===== src/rtl/score_pkg.sv =====
// Shared types and constants for the score/lives controller.
package score_pkg;

  typedef enum logic [3:0] {
    S_INIT0,
    S_INIT1,
    S_INIT2,
    S_INIT3,
    S_INIT4,
    S_IDLE,
    S_ADD,
    S_WR_D0,
    S_WR_D1,
    S_WR_D2,
    S_WR_D3,
    S_WR_LIVES
  } score_state_t;

  typedef logic [3:0] bcd_digit_t;

  localparam logic [7:0]  ASCII_ZERO = 8'h30;
  localparam logic [15:0] SCORE_SAT  = 16'h9999;

  function automatic logic [7:0] bcd_ascii(input bcd_digit_t d);
    return ASCII_ZERO + {4'h0, d};
  endfunction

endpackage


===== src/rtl/bcd_add4.sv =====
// Combinational 4-digit packed-BCD adder; saturation is left to the caller.
module bcd_add4
  import score_pkg::*;
(
  input  logic [15:0] a_i,
  input  logic [15:0] b_i,
  output logic [15:0] sum_o,
  output logic        carry_o,
  output logic        thousands_inc_o
);

  logic [4:0]  carry;
  logic [15:0] sum;

  always_comb begin
    logic [4:0] raw;
    logic [4:0] adj;
    carry    = '0;
    sum      = '0;
    raw      = '0;
    adj      = '0;
    for (int i = 0; i < 4; i++) begin
      raw = {1'b0, a_i[4*i +: 4]} + {1'b0, b_i[4*i +: 4]} + {4'b0, carry[i]};
      if (raw > 5'd9) begin
        adj          = raw + 5'd6;
        carry[i + 1] = 1'b1;
      end else begin
        adj          = raw;
        carry[i + 1] = 1'b0;
      end
      sum[4*i +: 4] = adj[3:0];
    end
  end

  assign sum_o           = sum;
  assign carry_o         = carry[4];
  // A wrapped thousands digit still counts as an increase; the caller masks it with carry.
  assign thousands_inc_o = carry[4] | (sum[15:12] != a_i[15:12]);

endmodule


===== src/rtl/score_ctrl.sv =====
// Score and lives owner: BCD score accumulation and ASCII writes into the score text RAM.
// Define EXTRA_LIFE_EN to award a life whenever the thousands digit increases.
//
// state      | meaning
// S_INIT0..3 | write '0' to the four score digit cells
// S_INIT4    | write the initial lives digit
// S_IDLE     | wait for a points request or a lost life
// S_ADD      | add captured points to the score (saturating)
// S_WR_D0..3 | write score digits, most significant first
// S_WR_LIVES | write the (already updated) lives digit
module score_ctrl
  import score_pkg::*;
#(
  parameter logic [7:0] SCORE_BASE_ADDR = 8'd7,
  parameter logic [7:0] LIVES_ADDR      = 8'd32,
  parameter int unsigned INIT_LIVES     = 2,
  parameter int unsigned MAX_LIVES      = 9
) (
  input  logic        Clk,
  input  logic        Reset,
  input  logic        add_valid,
  input  logic [15:0] add_bcd,
  output logic        add_ready,
  input  logic        life_lost,
  output logic        ram_we,
  output logic [7:0]  ram_addr,
  output logic [7:0]  ram_data,
  output logic [15:0] score_bcd,
  output logic [3:0]  lives,
  output logic        game_over,
  output logic        busy
);

`ifdef EXTRA_LIFE_EN
  localparam bit EXTRA_LIFE = 1'b1;
`else
  localparam bit EXTRA_LIFE = 1'b0;
`endif

  localparam logic [3:0] INIT_LIVES_V = 4'(INIT_LIVES);
  localparam logic [3:0] MAX_LIVES_V  = 4'(MAX_LIVES);

  score_state_t state_q, state_d;
  logic [15:0]  score_q, score_d;
  logic [15:0]  add_q, add_d;
  logic [3:0]   lives_q, lives_d;
  logic         game_over_q, game_over_d;
  logic         life_pend_q, life_pend_d;

  logic [15:0]  sum;
  logic         sum_carry;
  logic         thousands_inc;
  logic         accept;
  logic         dec_life;

  bcd_add4 u_add (
    .a_i             (score_q),
    .b_i             (add_q),
    .sum_o           (sum),
    .carry_o         (sum_carry),
    .thousands_inc_o (thousands_inc)
  );

  always_ff @(posedge Clk) begin
    if (Reset) begin
      state_q     <= S_INIT0;
      score_q     <= '0;
      add_q       <= '0;
      lives_q     <= INIT_LIVES_V;
      game_over_q <= 1'b0;
      life_pend_q <= 1'b0;
    end else begin
      state_q     <= state_d;
      score_q     <= score_d;
      add_q       <= add_d;
      lives_q     <= lives_d;
      game_over_q <= game_over_d;
      life_pend_q <= life_pend_d;
    end
  end

  assign accept = add_valid & add_ready;

  always_comb begin
    state_d     = state_q;
    score_d     = score_q;
    add_d       = add_q;
    lives_d     = lives_q;
    game_over_d = game_over_q;
    life_pend_d = life_pend_q | life_lost;
    dec_life    = 1'b0;

    case (state_q)
      S_INIT0: state_d = S_INIT1;
      S_INIT1: state_d = S_INIT2;
      S_INIT2: state_d = S_INIT3;
      S_INIT3: state_d = S_INIT4;
      S_INIT4: state_d = S_IDLE;
      S_IDLE: begin
        if (accept) begin
          add_d   = add_bcd;
          state_d = S_ADD;
        end else if (life_pend_q | life_lost) begin
          dec_life = 1'b1;
          state_d  = S_WR_LIVES;
        end
      end
      S_ADD: begin
        score_d = sum_carry ? SCORE_SAT : sum;
        if (EXTRA_LIFE && thousands_inc && !sum_carry && (lives_q < MAX_LIVES_V)) begin
          lives_d = lives_q + 4'd1;
        end
        state_d = S_WR_D0;
      end
      S_WR_D0: state_d = S_WR_D1;
      S_WR_D1: state_d = S_WR_D2;
      S_WR_D2: state_d = S_WR_D3;
      S_WR_D3: begin
        // A death reported during the add burst is folded into its lives write.
        dec_life = life_pend_q | life_lost;
        state_d  = S_WR_LIVES;
      end
      S_WR_LIVES: state_d = S_IDLE;
      default:    state_d = S_INIT0;
    endcase

    if (dec_life) begin
      life_pend_d = 1'b0;
      if (lives_q != 4'd0) begin
        lives_d = lives_q - 4'd1;
      end
      if (lives_q <= 4'd1) begin
        game_over_d = 1'b1;
      end
    end
  end

  always_comb begin
    ram_we   = 1'b0;
    ram_addr = '0;
    ram_data = '0;
    case (state_q)
      S_INIT0, S_INIT1, S_INIT2, S_INIT3: begin
        ram_we   = 1'b1;
        ram_addr = SCORE_BASE_ADDR + {6'd0, 2'(state_q - S_INIT0)};
        ram_data = ASCII_ZERO;
      end
      S_INIT4: begin
        ram_we   = 1'b1;
        ram_addr = LIVES_ADDR;
        ram_data = bcd_ascii(INIT_LIVES_V);
      end
      S_WR_D0: begin
        ram_we   = 1'b1;
        ram_addr = SCORE_BASE_ADDR;
        ram_data = bcd_ascii(score_q[15:12]);
      end
      S_WR_D1: begin
        ram_we   = 1'b1;
        ram_addr = SCORE_BASE_ADDR + 8'd1;
        ram_data = bcd_ascii(score_q[11:8]);
      end
      S_WR_D2: begin
        ram_we   = 1'b1;
        ram_addr = SCORE_BASE_ADDR + 8'd2;
        ram_data = bcd_ascii(score_q[7:4]);
      end
      S_WR_D3: begin
        ram_we   = 1'b1;
        ram_addr = SCORE_BASE_ADDR + 8'd3;
        ram_data = bcd_ascii(score_q[3:0]);
      end
      S_WR_LIVES: begin
        ram_we   = 1'b1;
        ram_addr = LIVES_ADDR;
        ram_data = bcd_ascii(lives_q);
      end
      default: ;
    endcase
    // No write may escape while reset is held, whatever state it interrupted.
    if (Reset) begin
      ram_we   = 1'b0;
      ram_addr = '0;
      ram_data = '0;
    end
  end

  assign add_ready = (state_q == S_IDLE) & ~game_over_q & ~Reset;
  assign busy      = (state_q != S_IDLE) | Reset;
  assign score_bcd = score_q;
  assign lives     = lives_q;
  assign game_over = game_over_q;

endmodule

===== config.mk =====
export PLATFORM = sky130hd
export DESIGN_NAME = score_ctrl
export DESIGN_NICKNAME = d
export VERILOG_FILES = /design/src/rtl/score_pkg.sv /design/src/rtl/bcd_add4.sv /design/src/rtl/score_ctrl.sv
export SDC_FILE = /design/constraint.sdc
export NUM_CORES = 1
export LEC_CHECK = 0
export BUFFER_PORTS_ARGS = -buffer_cell sky130_fd_sc_hd__buf_2
export CORE_MARGIN = 2
export CORE_UTILIZATION = 50
export DETAILED_ROUTE_END_ITERATION = 10
export PLACE_DENSITY = 0.81
export SLEW_MARGIN = 30
export SYNTH_ARGS = -nofsm -noshare
export SYNTH_HDL_FRONTEND = slang
export SYNTH_SLANG_ARGS = --single-unit

===== constraint.sdc =====
create_clock -name Clk -period 6.45 [get_ports Clk]
set_input_delay 0.9675 -clock Clk [delete_from_list [all_inputs] [get_ports Clk]]
set_output_delay 0.9675 -clock Clk [all_outputs]
set_load 0.02 [all_outputs]

; ---- After elaboration in Yosys (flattened, before gate mapping)
; Index checks and enable logic that the tools add are counted.
[classes]
n_mux = 21
reduce_logical = 9
bitwise_logic = 7
n_eq_ne = 13
order_cmp = 5
addsub = 18
[op_table]
columns = cell, n
row1 = $pmux 7 s7, 1
row2 = $pmux 4 s11, 1
row3 = $pmux 6 s6, 1
row4 = $add 6x4->7 const A, 5
row5 = $mux 4, 6
row6 = $add 4x4->5, 4
row7 = $gt 5x4->1 const B, 4
row8 = $add 4x3->4 const B, 4
row9 = $eq 4x3->1 const B, 4
row10 = $eq 4x4->1 const B, 4
row11 = $mux 16, 1
row12 = $mux 8, 2
row13 = $add 5x1->5, 3
row14 = $reduce_or 10->1, 1
row15 = $eq 4x2->1 const B, 2
row16 = $mux 1, 8
row17 = $reduce_and 2->1, 3
row18 = $add 3x2->4 const A, 1
row19 = $eq 4x1->1 const B, 1
row20 = $le 4x1->1 const B, 1
row21 = $logic_not 4->1, 1
row22 = $ne 4x3->1 const B, 1
row23 = $reduce_bool 4->1, 1
row24 = $reduce_or 2->1, 2
row25 = 7 further kinds, 11
[word_totals]
ff_bits = 42
word_cells = 79

; ---- Longest topological paths before layout
; Gate-level depths: netlist (run 1).
[logic_depth]
word_depth = 13
ltp_mapped = 28
mapped_depth_nobuf = 27

; ---- Hierarchy
; From an unflattened synthesis (run 1), not the netlist that was laid out.
[unflattened]
hier_cells = 381
hier_area_um2 = 3143.0
[by_module_without_submodules]
columns = module, seq_area_each_um2, cells_each, instances, area_per_inst_um2
row1 = score_ctrl, 840.8, 256, 1, 2123.3
row2 = bcd_add4, 0.0, 125, 1, 1019.7

; ---- Worst setup path before layout (run 1)
; No wires, ideal clock.
[synth_timing]
kind = reg-to-reg
start = register score_q[0], in the netlist score_bcd[0]
end = register score_q[10], in the netlist score_bcd[10]
arrival_ns = 5.737
path_slack_ns = 0.653
setup_ns = 0.060
t_required_ns = 6.390
path_stages_with_launch = 27
path_buffers = 1
synth_period_minus_slack_ns = 5.797
path_cell_list = dfxtp_1 > ha_1 > inv_1 > fa_1 > xor2_1 > nand2_1 > a21oi_1 > fa_1 > inv_1 > fa_1 > a21o_1 > a21oi_1 > o21a_1 > fa_1 > inv_1 > fa_1 > xnor2_1 > and2_1 > o21a_1 > fa_1 > inv_1 > fa_1 > or2_2 > a21oi_2 > buf_4 > and2b_1 > a32o_1
[synth_between]
elab_chain_len = 13
[synth_rtl]
columns = element, line
row1 = from (decl), score_ctrl.sv:44  ; logic [15:0] score_q, score_d;
row2 = from (signal assigned), score_ctrl.sv:74  ; score_q <= score_d;
row3 = $add 4x4->5 (*), bcd_add4.sv:23  ; raw = {1'b0, a_i[4*i +: 4]} + {1'b0, b_i[4*i +: 4]} + {4'b0, carry[i]};
row4 = $gt 5x4->1 (*), bcd_add4.sv:24  ; if (raw > 5'd9) begin
row5 = $mux 1 (*), bcd_add4.sv:24
row6 = $add 5x1->5 (*), bcd_add4.sv:23
row7 = $gt 5x4->1 (*), bcd_add4.sv:24
row8 = $mux 1 (*), bcd_add4.sv:24
row9 = $add 5x1->5 (*), bcd_add4.sv:23
row10 = $gt 5x4->1, bcd_add4.sv:24
row11 = $mux 1, bcd_add4.sv:24
row12 = $add 5x1->5, bcd_add4.sv:23
row13 = $gt 5x4->1, bcd_add4.sv:24
row14 = $mux 1, bcd_add4.sv:24
row15 = $mux 16 (*), score_ctrl.sv:109  ; score_d = sum_carry ? SCORE_SAT : sum;
; Every way passes the cells marked *; elsewhere a longest branch is shown, timed or not.
; A chain may end at the register's enable or synchronous reset.

; ---- Worst setup path in the final report (run 1)
[layout_timing]
start = register score_q[0], in the netlist score_bcd[0]
end = register score_q[1], in the netlist score_bcd[1]
[layout_between]
elab_chain_len = 13
[layout_rtl]
columns = element, line
row1 = $add 4x4->5 (*), bcd_add4.sv:23
row2 = $gt 5x4->1, bcd_add4.sv:24
row3 = $mux 1, bcd_add4.sv:24
row4 = $add 5x1->5, bcd_add4.sv:23
row5 = $gt 5x4->1, bcd_add4.sv:24
row6 = $mux 1, bcd_add4.sv:24
row7 = $add 5x1->5, bcd_add4.sv:23
row8 = $gt 5x4->1, bcd_add4.sv:24
row9 = $mux 1, bcd_add4.sv:24
row10 = $add 5x1->5, bcd_add4.sv:23
row11 = $gt 5x4->1, bcd_add4.sv:24
row12 = $mux 1, bcd_add4.sv:24
row13 = $mux 16 (*), score_ctrl.sv:109
; Marked as above.

==> out/results.txt, run 1 <==
status: finished, final reports clean
Register Area: 841 um^2
P_sw: 0.169 mW
met1 GRT Util: 0.283
worst min-delay path class: flop to flop
CTS H-tree depth: 2
PD cells: 171 mW/mm^2
endpoints failing setup: 0
Initial Util: 0.520
GP Congestion: 0.867
Chip Height: 79.9 um
P_int: 0.387 mW
hold-fix buffer count after cts: 0
CTS tree: built
I/O Pins: 60
fin crit period: 6.10 ns
Max VDD drop: 0.0801 mV
Final ANT Viol Nets: 0
R2R depth: 26
DP Worst Slack: 0.280 ns
end-of-flow core utilization: 0.588
Crit Path Category: flop to flop
Slew headroom: 0.406
worst setup path endpoint: score_bcd[1]
delay-heaviest family, CP: adder cells
Cell Count, Final, Fillers Out: 486
Post-CTS Resized: 0
proportion of layout cells with a drive suffix above 1: 0.181
Gate power share: 0.187
CP Depth: 26
switching part of the total: 0.304
Total GRT Usage: 0.224
Req. time, crit path: 6.68 ns
Remaining DRCs: 0
launch point of the worst reg-to-reg path: score_bcd[0]
Yosys reg bits: 42
CP startpoint: score_bcd[0]
CP startpoint kind: flop
CP max FO: 11
max-cap viol count: 0
Skew-Pair Late Insertion Delay: 0.31 ns
ant diodes: 0
Final Hold Fails: 0
vias in the first global route: 2468
Mapped Avg Cell Area: 7.76 um^2
PortBufs: 54
fillers: 532
Post-synth EDFFs: 0
global route hottest layer: met2
FF-to-FF setup slack: 0.35 ns
crit end category: flop
post-DP HPWL: 4950 um
WHS: 0.459 ns
via count: 2656
multi-input logic area: 0.00185 mm^2
global-route wire length before repair: 11400 um
Arrival @ worst endpoint: 6.33 ns
placed inst area: 0.00314 mm^2
Die Wd: 79.9 um
clock network fraction of design power: 0.327
final net count: 462
Least-Margin Pin Slew: 0.891 ns
DR iter-0 viols: 116
Pleak: 1.48 nW
met3 usage: 0.0441
Fmax: 164 MHz
Routed WL: 6730 um
sequential area share after synthesis: 0.292
Cells after DPL: 478
clock slew at reported path FFs: 0.09 ns
met2 Resource Use GR: 0.386
largest net degree at the start of global routing: 50
Rows: 27
gr ovfl total: 0
Die Area: 0.00638 mm^2
Yosys cell types: 50
TNS Setup: 0 ns
finished layout cell area: 0.00326 mm^2
final period utilization: 0.945
final worst slack: 0.353 ns
Final Skew: 0.0116 ns
most used flip-flop cell after synthesis: dfxtp_1
postcts setup bufs: 0
CTS sink count: 42
Area growth syn-to-layout: 13.1%
core box area: 0.00554 mm^2
total chip power: 0.555 mW
Critical-path top delay cell: fa_1
DR vias/cell: 5.47
CP max stage delay: 0.47 ns
Max clock buf depth: 2
Routed WL per cell: 13.9 um
initial antenna violation count: 0
Root Driver: clkbuf_8
first-pass detailed-route iteration total: 5
Pins Over Slew Limit: 0
Post-synth ARST share: 0
Reg power frac: 0.485
Ys Warns: 0
cts bufs inserted: 5
r2r endpoint: score_bcd[1]
WP buf/inv: 5
instance count of the mapped netlist: 371
post-synthesis instance area: 0.00288 mm^2
Critical Path Most Common Cell: fa_1
==> sequential cells by signal, indices dropped and copies added, names as in the netlist <==
signal       count
add_q           16
life_pend_q      1
game_over        1
state_q          4
lives            4
score_bcd       16
==> cells by family (layout without fill, tap and decap cells) <==
kind of cell             Yosys count  after routing  synth area share
XOR/XNOR                          11             11            0.0335
adder cells (fa/ha/maj)           29             29             0.144
other                              1              5           0.00130
AO/OA/AOI/OAI                    102            102             0.229
AND/OR/NAND/NOR                  129            129             0.204
multiplexers                       4              4            0.0139
flip-flops                        42             42             0.292
buffers and inverters             53             92            0.0817
==> layout make-up <==
cell class                      count  area share
Sequential cell                    42       0.258
Clock inverter                      1     0.00154
Inverter                           29      0.0334
Multi-Input combinational cell    280       0.567
Tap cell                           72      0.0277
Timing Repair Buffer               55      0.0853
Clock buffer                        7      0.0265
==> cell usage in the layout, fill, tap and decap left out, types with 2 or more instances in the layout <==
cell type	instances
a21oi_1	44
o21a_1	2
buf_2	54
nand2b_1	6
nor3_1	5
and2_1	5
a31oi_1	3
a22oi_1	12
a211oi_1	8
clkbuf_8	6
a2111oi_0	2
a21o_1	4
a221oi_1	4
nor2_1	41
nand3b_1	3
nor4_1	2
xor2_1	5
o21ai_0	6
o211ai_1	4
inv_1	29
a211o_1	2
mux2i_1	4
or2_2	3
o22ai_1	2
and3_1	2
nor2b_1	3
ha_1	22
dfxtp_1	42
nand2_1	51
fa_1	7
xnor2_1	4
conb_1	5
==> power by group through the flow <==
stage	Clock (mW)	Combinational, mW	Sequential (mW)
5_1_grt	0.194	0.116	0.270
3_3_place_gp	0	0.101	0.275
2_1_floorplan	0	0.0827	0.274
6_report	0.182	0.104	0.269
4_1_cts	0.184	0.103	0.269
3_5_place_dp	0	0.103	0.275
==> synthesized netlist by cell type, types with 2 or more instances <==
library cell	number	area share
a2111oi_0	2	0.0061
a211o_1	2	0.0061
a211oi_1	8	0.021
a21o_1	4	0.010
a21oi_1	45	0.078
a221oi_1	4	0.012
a22oi_1	12	0.031
a31oi_1	3	0.0065
and2_1	5	0.011
and3_1	2	0.0043
buf_4	9	0.023
clkbuf_1	12	0.016
dfxtp_1	42	0.29
fa_1	7	0.049
ha_1	22	0.096
inv_1	29	0.038
mux2i_1	4	0.014
nand2_1	51	0.066
nand2b_1	6	0.013
nand3b_1	3	0.0078
nor2_1	42	0.055
nor2b_1	3	0.0065
nor3_1	5	0.0087
nor4_1	2	0.0043
o211ai_1	4	0.010
o21a_1	2	0.0052
o21ai_0	6	0.010
o22ai_1	2	0.0043
or2_2	3	0.0065
xnor2_1	5	0.015
xor2_1	6	0.018
==> layer usage <==
layer,vias to the layer above,part of all wire
li1,1345,-
met1,1222,0.44
met2,79,0.49
met3,10,0.053
met4,0,0.014
met5,-,0
==> how the worst min path moves through the flow <==
stage | start | to | slack (ns) | cells past startpoint
after global placement | add_q[8] | add_q[8] | 0.44 | 2
after CTS | add_q[8] | add_q[8] | 0.46 | 2
after floorplan | add_q[12] | add_q[12] | 0.44 | 2
after detailed placement | add_q[8] | add_q[8] | 0.45 | 2
after global routing | add_q[8] | add_q[8] | 0.47 | 2
final | add_q[10] | add_q[10] | 0.46 | 2
==> worst register-to-register path: stages (launching register included) <==
cell and delay [ns]:
dfxtp_1 0.38, ha_1 0.19, inv_1 0.06, fa_1 0.47, xor2_1 0.28, nand2_1 0.08, a21oi_1 0.17, fa_1 0.20
inv_1 0.05, fa_1 0.42, a21o_1 0.18, a21oi_1 0.14, buf_4 0.15, o21a_1 0.13, fa_1 0.18, inv_1 0.05
fa_1 0.43, xnor2_2 0.19, and2_1 0.19, o21a_1 0.21, fa_1 0.38, inv_1 0.09, fa_1 0.44, or2_2 0.34
a21oi_4 0.29, nand2b_1 0.12, o31ai_1 0.23
No activity file was read; power rests on OpenSTA's default activity.
==> inputs of run 2 (changes only) <==
--- a/config.mk
+++ b/config.mk
@@ -7,9 +7,9 @@
 export LEC_CHECK = 0
 export BUFFER_PORTS_ARGS = -buffer_cell sky130_fd_sc_hd__buf_2
 export CORE_MARGIN = 2
-export CORE_UTILIZATION = 50
+export CORE_UTILIZATION = 55
 export DETAILED_ROUTE_END_ITERATION = 10
-export PLACE_DENSITY = 0.81
+export PLACE_DENSITY = 0.87
 export SLEW_MARGIN = 30
 export SYNTH_ARGS = -nofsm -noshare
 export SYNTH_HDL_FRONTEND = slang
==> out/results.txt, run 2 (synthesis gave the netlist of run 1 again) <==
endpoints failing setup: 0
clock slew at reported path FFs: 0.08 ns
Pins Over Slew Limit: 0
Least-Margin Pin Slew: 0.867 ns
switching part of the total: 0.309
Chip Height: 76.4 um
max-cap viol count: 0
CP max FO: 6
Fmax: 162 MHz
Routed WL per cell: 15.1 um
first-pass detailed-route iteration total: 4
Slew headroom: 0.422
via count: 2789
Gate power share: 0.195
core box area: 0.00507 mm^2
Root Driver: clkbuf_8
Total GRT Usage: 0.244
Rows: 26
Critical Path Most Common Cell: fa_1
Die Area: 0.00583 mm^2
worst min-delay path class: flop to flop
global-route wire length before repair: 11600 um
Max clock buf depth: 2
P_int: 0.375 mW
ant diodes: 0
CP startpoint kind: flop
CTS sink count: 42
multi-input logic area: 0.00188 mm^2
Register Area: 841 um^2
Reg power frac: 0.496
Routed WL: 7340 um
cts bufs inserted: 5
Area growth syn-to-layout: 14.2%
placed inst area: 0.00313 mm^2
initial antenna violation count: 0
fin crit period: 6.16 ns
Arrival @ worst endpoint: 6.37 ns
fillers: 444
Remaining DRCs: 0
Max VDD drop: 0.114 mV
Req. time, crit path: 6.66 ns
Initial Util: 0.567
Pleak: 1.49 nW
final period utilization: 0.955
Die Wd: 76.4 um
end-of-flow core utilization: 0.648
CP max stage delay: 0.49 ns
gr ovfl total: 0
most frequent cells in the layout: buf_2 (54), nand2_1 (51), a21oi_1 (43), dfxtp_1 (42), nor2_1 (41)
vias in the first global route: 2554
PD cells: 165 mW/mm^2
clock network fraction of design power: 0.308
crit end category: flop
Final ANT Viol Nets: 0
post-DP HPWL: 5080 um
Final Skew: 0.00618 ns
CTS tree: built
status: finished, final reports clean
GP Congestion: 0.903
Crit Path Category: flop to flop
Skew-Pair Late Insertion Delay: 0.30 ns
Final Hold Fails: 0
hold-fix buffer count after cts: 0
I/O Pins: 60
WHS: 0.457 ns
PortBufs: 54
CTS H-tree depth: 2
leading cell type in the layout, fill and taps excluded: buf_2
DR vias/cell: 5.74
DR iter-0 viols: 183
proportion of layout cells with a drive suffix above 1: 0.188
P_sw: 0.168 mW
finished layout cell area: 0.00329 mm^2
Critical-path top delay cell: fa_1
final net count: 465
largest net degree at the start of global routing: 50
==> run 2: cell types whose count changed in the layout (fill, tap and decap cells not counted), sizes merged <==
cell,change
a21oi,+1
buf,+2
clkinv,-1
==> run 2: power groups by stage <==
| stage | sequential, mW | clock (mW) | combinational (mW) |
|---|---|---|---|
| detailed placement | 0.275 | 0 | 0.104 |
| finish | 0.269 | 0.167 | 0.106 |
| floorplan | 0.274 | 0 | 0.0827 |
| CTS | 0.269 | 0.167 | 0.104 |
| global route | 0.270 | 0.176 | 0.116 |
| global placement | 0.275 | 0 | 0.101 |
==> run 2: worst paths after layout <==
path                startpoint      endpoint  slack [ns]  cells after the start
setup / recovery  score_bcd[0]  score_bcd[1]        0.29                     25
hold reg to reg      add_q[12]     add_q[12]        0.46                      2
hold / removal       add_q[12]     add_q[12]        0.46                      2
setup reg to reg  score_bcd[0]  score_bcd[1]        0.29                     25
==> run 2: routing by layer <==
metal  up-vias  track usage  part of all wire
met5         -            0                 0
met4         0        0.124             0.034
met3        22       0.0450             0.075
met2       130        0.421              0.49
met1      1283        0.289              0.40
li1       1354            -                 -
==> run 2: critical path: cells and delay by family, from the launching register on <==
family | cells | cell delay, ns
AOI/OAI and AO/OA | 6 | 1.07
xor gates and xnor gates | 1 | 0.19
adders and majority gates | 8 | 2.92
buffers and inverters | 4 | 0.28
DFF | 1 | 0.37
and+or+nand+nor | 6 | 1.24
==> run 2: area by class of cell <==
cell class              instances  share of cell area
flip-flops and latches         42               0.256
inverters                      29              0.0331
clock buffers                   7              0.0232
well taps                      70              0.0266
multi-input cells             281               0.572
repair buffers                 57              0.0890
==> run 2: repair_timing <==
action / 4_1_cts / 5_1_grt
resized for setup: 0 / 9
setup endpoints to repair: 0 / 16
setup buffers: 0 / 3
==> run 2: stage by stage <==
step | std cells | TNS [ns] | worst slack [ns] | total power [mW]
global route | 486 | -0.157 | -0.0890 | 0.562
global placement | 475 | 0 | 0.416 | 0.376
finish | 486 | 0 | 0.290 | 0.543
CTS | 482 | 0 | 0.0795 | 0.540
detailed placement | 475 | 0 | 0.160 | 0.379
floorplan | 375 | 0 | 0.653 | 0.357
==> inputs of run 3 (changes only) <==
--- a/config.mk
+++ b/config.mk
@@ -6,7 +6,7 @@
 export NUM_CORES = 1
 export LEC_CHECK = 0
 export BUFFER_PORTS_ARGS = -buffer_cell sky130_fd_sc_hd__buf_2
-export CORE_MARGIN = 2
+export CORE_MARGIN = 5
 export CORE_UTILIZATION = 55
 export DETAILED_ROUTE_END_ITERATION = 10
 export PLACE_DENSITY = 0.87
==> out/results.txt, run 3 (synthesis gave the netlist of run 1 again) <==
PD cells: 178 mW/mm^2
met3 usage: 0.0336
ant diodes: 0
I/O Pins: 60
global-route wire length before repair: 11800 um
status: finished, final reports clean
cell count of the worst hold path: 2
CTS tree: built
Req. time, crit path: 6.70 ns
Slew headroom: 0.407
Chip Height: 82.4 um
post-DP HPWL: 5160 um
Gate power share: 0.181
most frequent cells in the layout: buf_2 (54), nand2_1 (51), a21oi_1 (43), dfxtp_1 (42), nor2_1 (41)
PortBufs: 54
DR iter-0 viols: 280
DR vias/cell: 5.65
switching part of the total: 0.295
Fmax: 163 MHz
vias in the first global route: 2535
RSZ-0062 raised after global routing: false
Reg power frac: 0.459
Skew-Pair Late Insertion Delay: 0.31 ns
Rows: 26
Arrival @ worst endpoint: 6.38 ns
met1 GRT Util: 0.271
fillers: 461
hold-fix buffer count after cts: 0
Root Driver: clkbuf_8
Final ANT Viol Nets: 0
Die Wd: 82.4 um
Routed WL: 7460 um
first-pass detailed-route iteration total: 5
met2 Resource Use GR: 0.405
Register Area: 841 um^2
final period utilization: 0.951
cts bufs inserted: 5
Area growth syn-to-layout: 14.6%
clock network fraction of design power: 0.360
end-of-flow core utilization: 0.646
worst min-delay path class: flop to flop
P_int: 0.414 mW
proportion of layout cells with a drive suffix above 1: 0.192
Final Skew: 0.00760 ns
endpoints failing setup: 0
Max clock buf depth: 2
fin crit period: 6.13 ns
GP Congestion: 0.870
Least-Margin Pin Slew: 0.889 ns
leading cell type in the layout, fill and taps excluded: buf_2
TNS Setup: 0 ns
CP max FO: 7
core box area: 0.00511 mm^2
largest net degree at the start of global routing: 50
Remaining DRCs: 0
via count: 2745
P_sw: 0.173 mW
gr ovfl total: 0
clock slew at reported path FFs: 0.09 ns
Die Area: 0.00678 mm^2
Total GRT Usage: 0.227
Pins Over Slew Limit: 0
initial antenna violation count: 0
final net count: 464
CTS sink count: 42
Final Hold Fails: 0
Routed WL per cell: 15.4 um
max-cap viol count: 0
CTS H-tree depth: 2
Pleak: 1.50 nW
CP startpoint kind: flop
DP Worst Slack: 0.143 ns
crit end category: flop
final worst slack: 0.316 ns
Initial Util: 0.564
global route hottest layer: met2
multi-input logic area: 0.00187 mm^2
R2R depth: 25
Crit Path Category: flop to flop
Max VDD drop: 0.120 mV
-- run 3: changes by cell type in the layout (fill, tap and decap cells not counted), sizes merged --
cell	previous run	this run
clkbuf	7	5
bufinv	0	1
buf	57	56
clkinv	0	2
-- run 3: critical path, cell delays in order, from the launching register on --
cell and delay (ns):
dfxtp_1 0.38, ha_1 0.18, inv_1 0.06, fa_1 0.49, xor2_2 0.21, nand2_1 0.07, a21oi_1 0.17, fa_1 0.20
inv_1 0.05, fa_1 0.44, a21o_1 0.20, a21oi_2 0.29, o21a_1 0.19, fa_1 0.17, inv_1 0.06, fa_1 0.43
xnor2_2 0.19, and2_1 0.20, o21a_1 0.21, fa_1 0.38, inv_1 0.08, fa_1 0.42, or2_2 0.37, a21oi_4 0.25
and2b_1 0.20, a32o_1 0.17
-- run 3: metrics by stage --
step	std cells	hold slack, ns	total power, mW	instance area, um^2
detailed placement	475	0.453	0.380	3130
global route	486	0.495	0.612	3300
CTS	483	0.465	0.587	3230
global placement	475	0.443	0.376	3130
finish	486	0.462	0.588	3300
floorplan	375	0.436	0.357	2890
-- run 3: metal layers --
metal / share of wire / vias to the layer above
met1: 0.41 / 1258
met2: 0.50 / 114
li1: - / 1355
met4: 0.023 / 0
met5: 0 / -
met3: 0.067 / 18
-- run 3: final timing paths --
path / start / end / slack, ns
max: score_bcd[0] / score_bcd[10] / 0.32
max reg2reg: score_bcd[0] / score_bcd[10] / 0.32
min reg2reg: add_q[3] / add_q[3] / 0.46
min: add_q[3] / add_q[3] / 0.46
-- run 3: power groups by stage --
| stage | clock (mW) | sequential, mW | combinational, mW |
|---|---|---|---|
| 2_1_floorplan | 0 | 0.274 | 0.0827 |
| 3_3_place_gp | 0 | 0.275 | 0.101 |
| 3_5_place_dp | 0 | 0.276 | 0.104 |
| 4_1_cts | 0.212 | 0.270 | 0.105 |
| 5_1_grt | 0.221 | 0.271 | 0.120 |
| 6_report | 0.212 | 0.270 | 0.106 |
-- run 3: repair_timing --
item / in CTS / in global routing
buffers inserted: 0 / 2
resized for setup: 0 / 7
setup endpoints to repair: 0 / 16
-- run 3: cell type report --
class / count / area share
Multi-Input combinational cell: 281 / 0.566
Sequential cell: 42 / 0.255
Timing Repair Buffer: 56 / 0.0865
Inverter: 29 / 0.0330
Tap cell: 70 / 0.0266
Clock buffer: 5 / 0.0209
Clock inverter: 3 / 0.0121
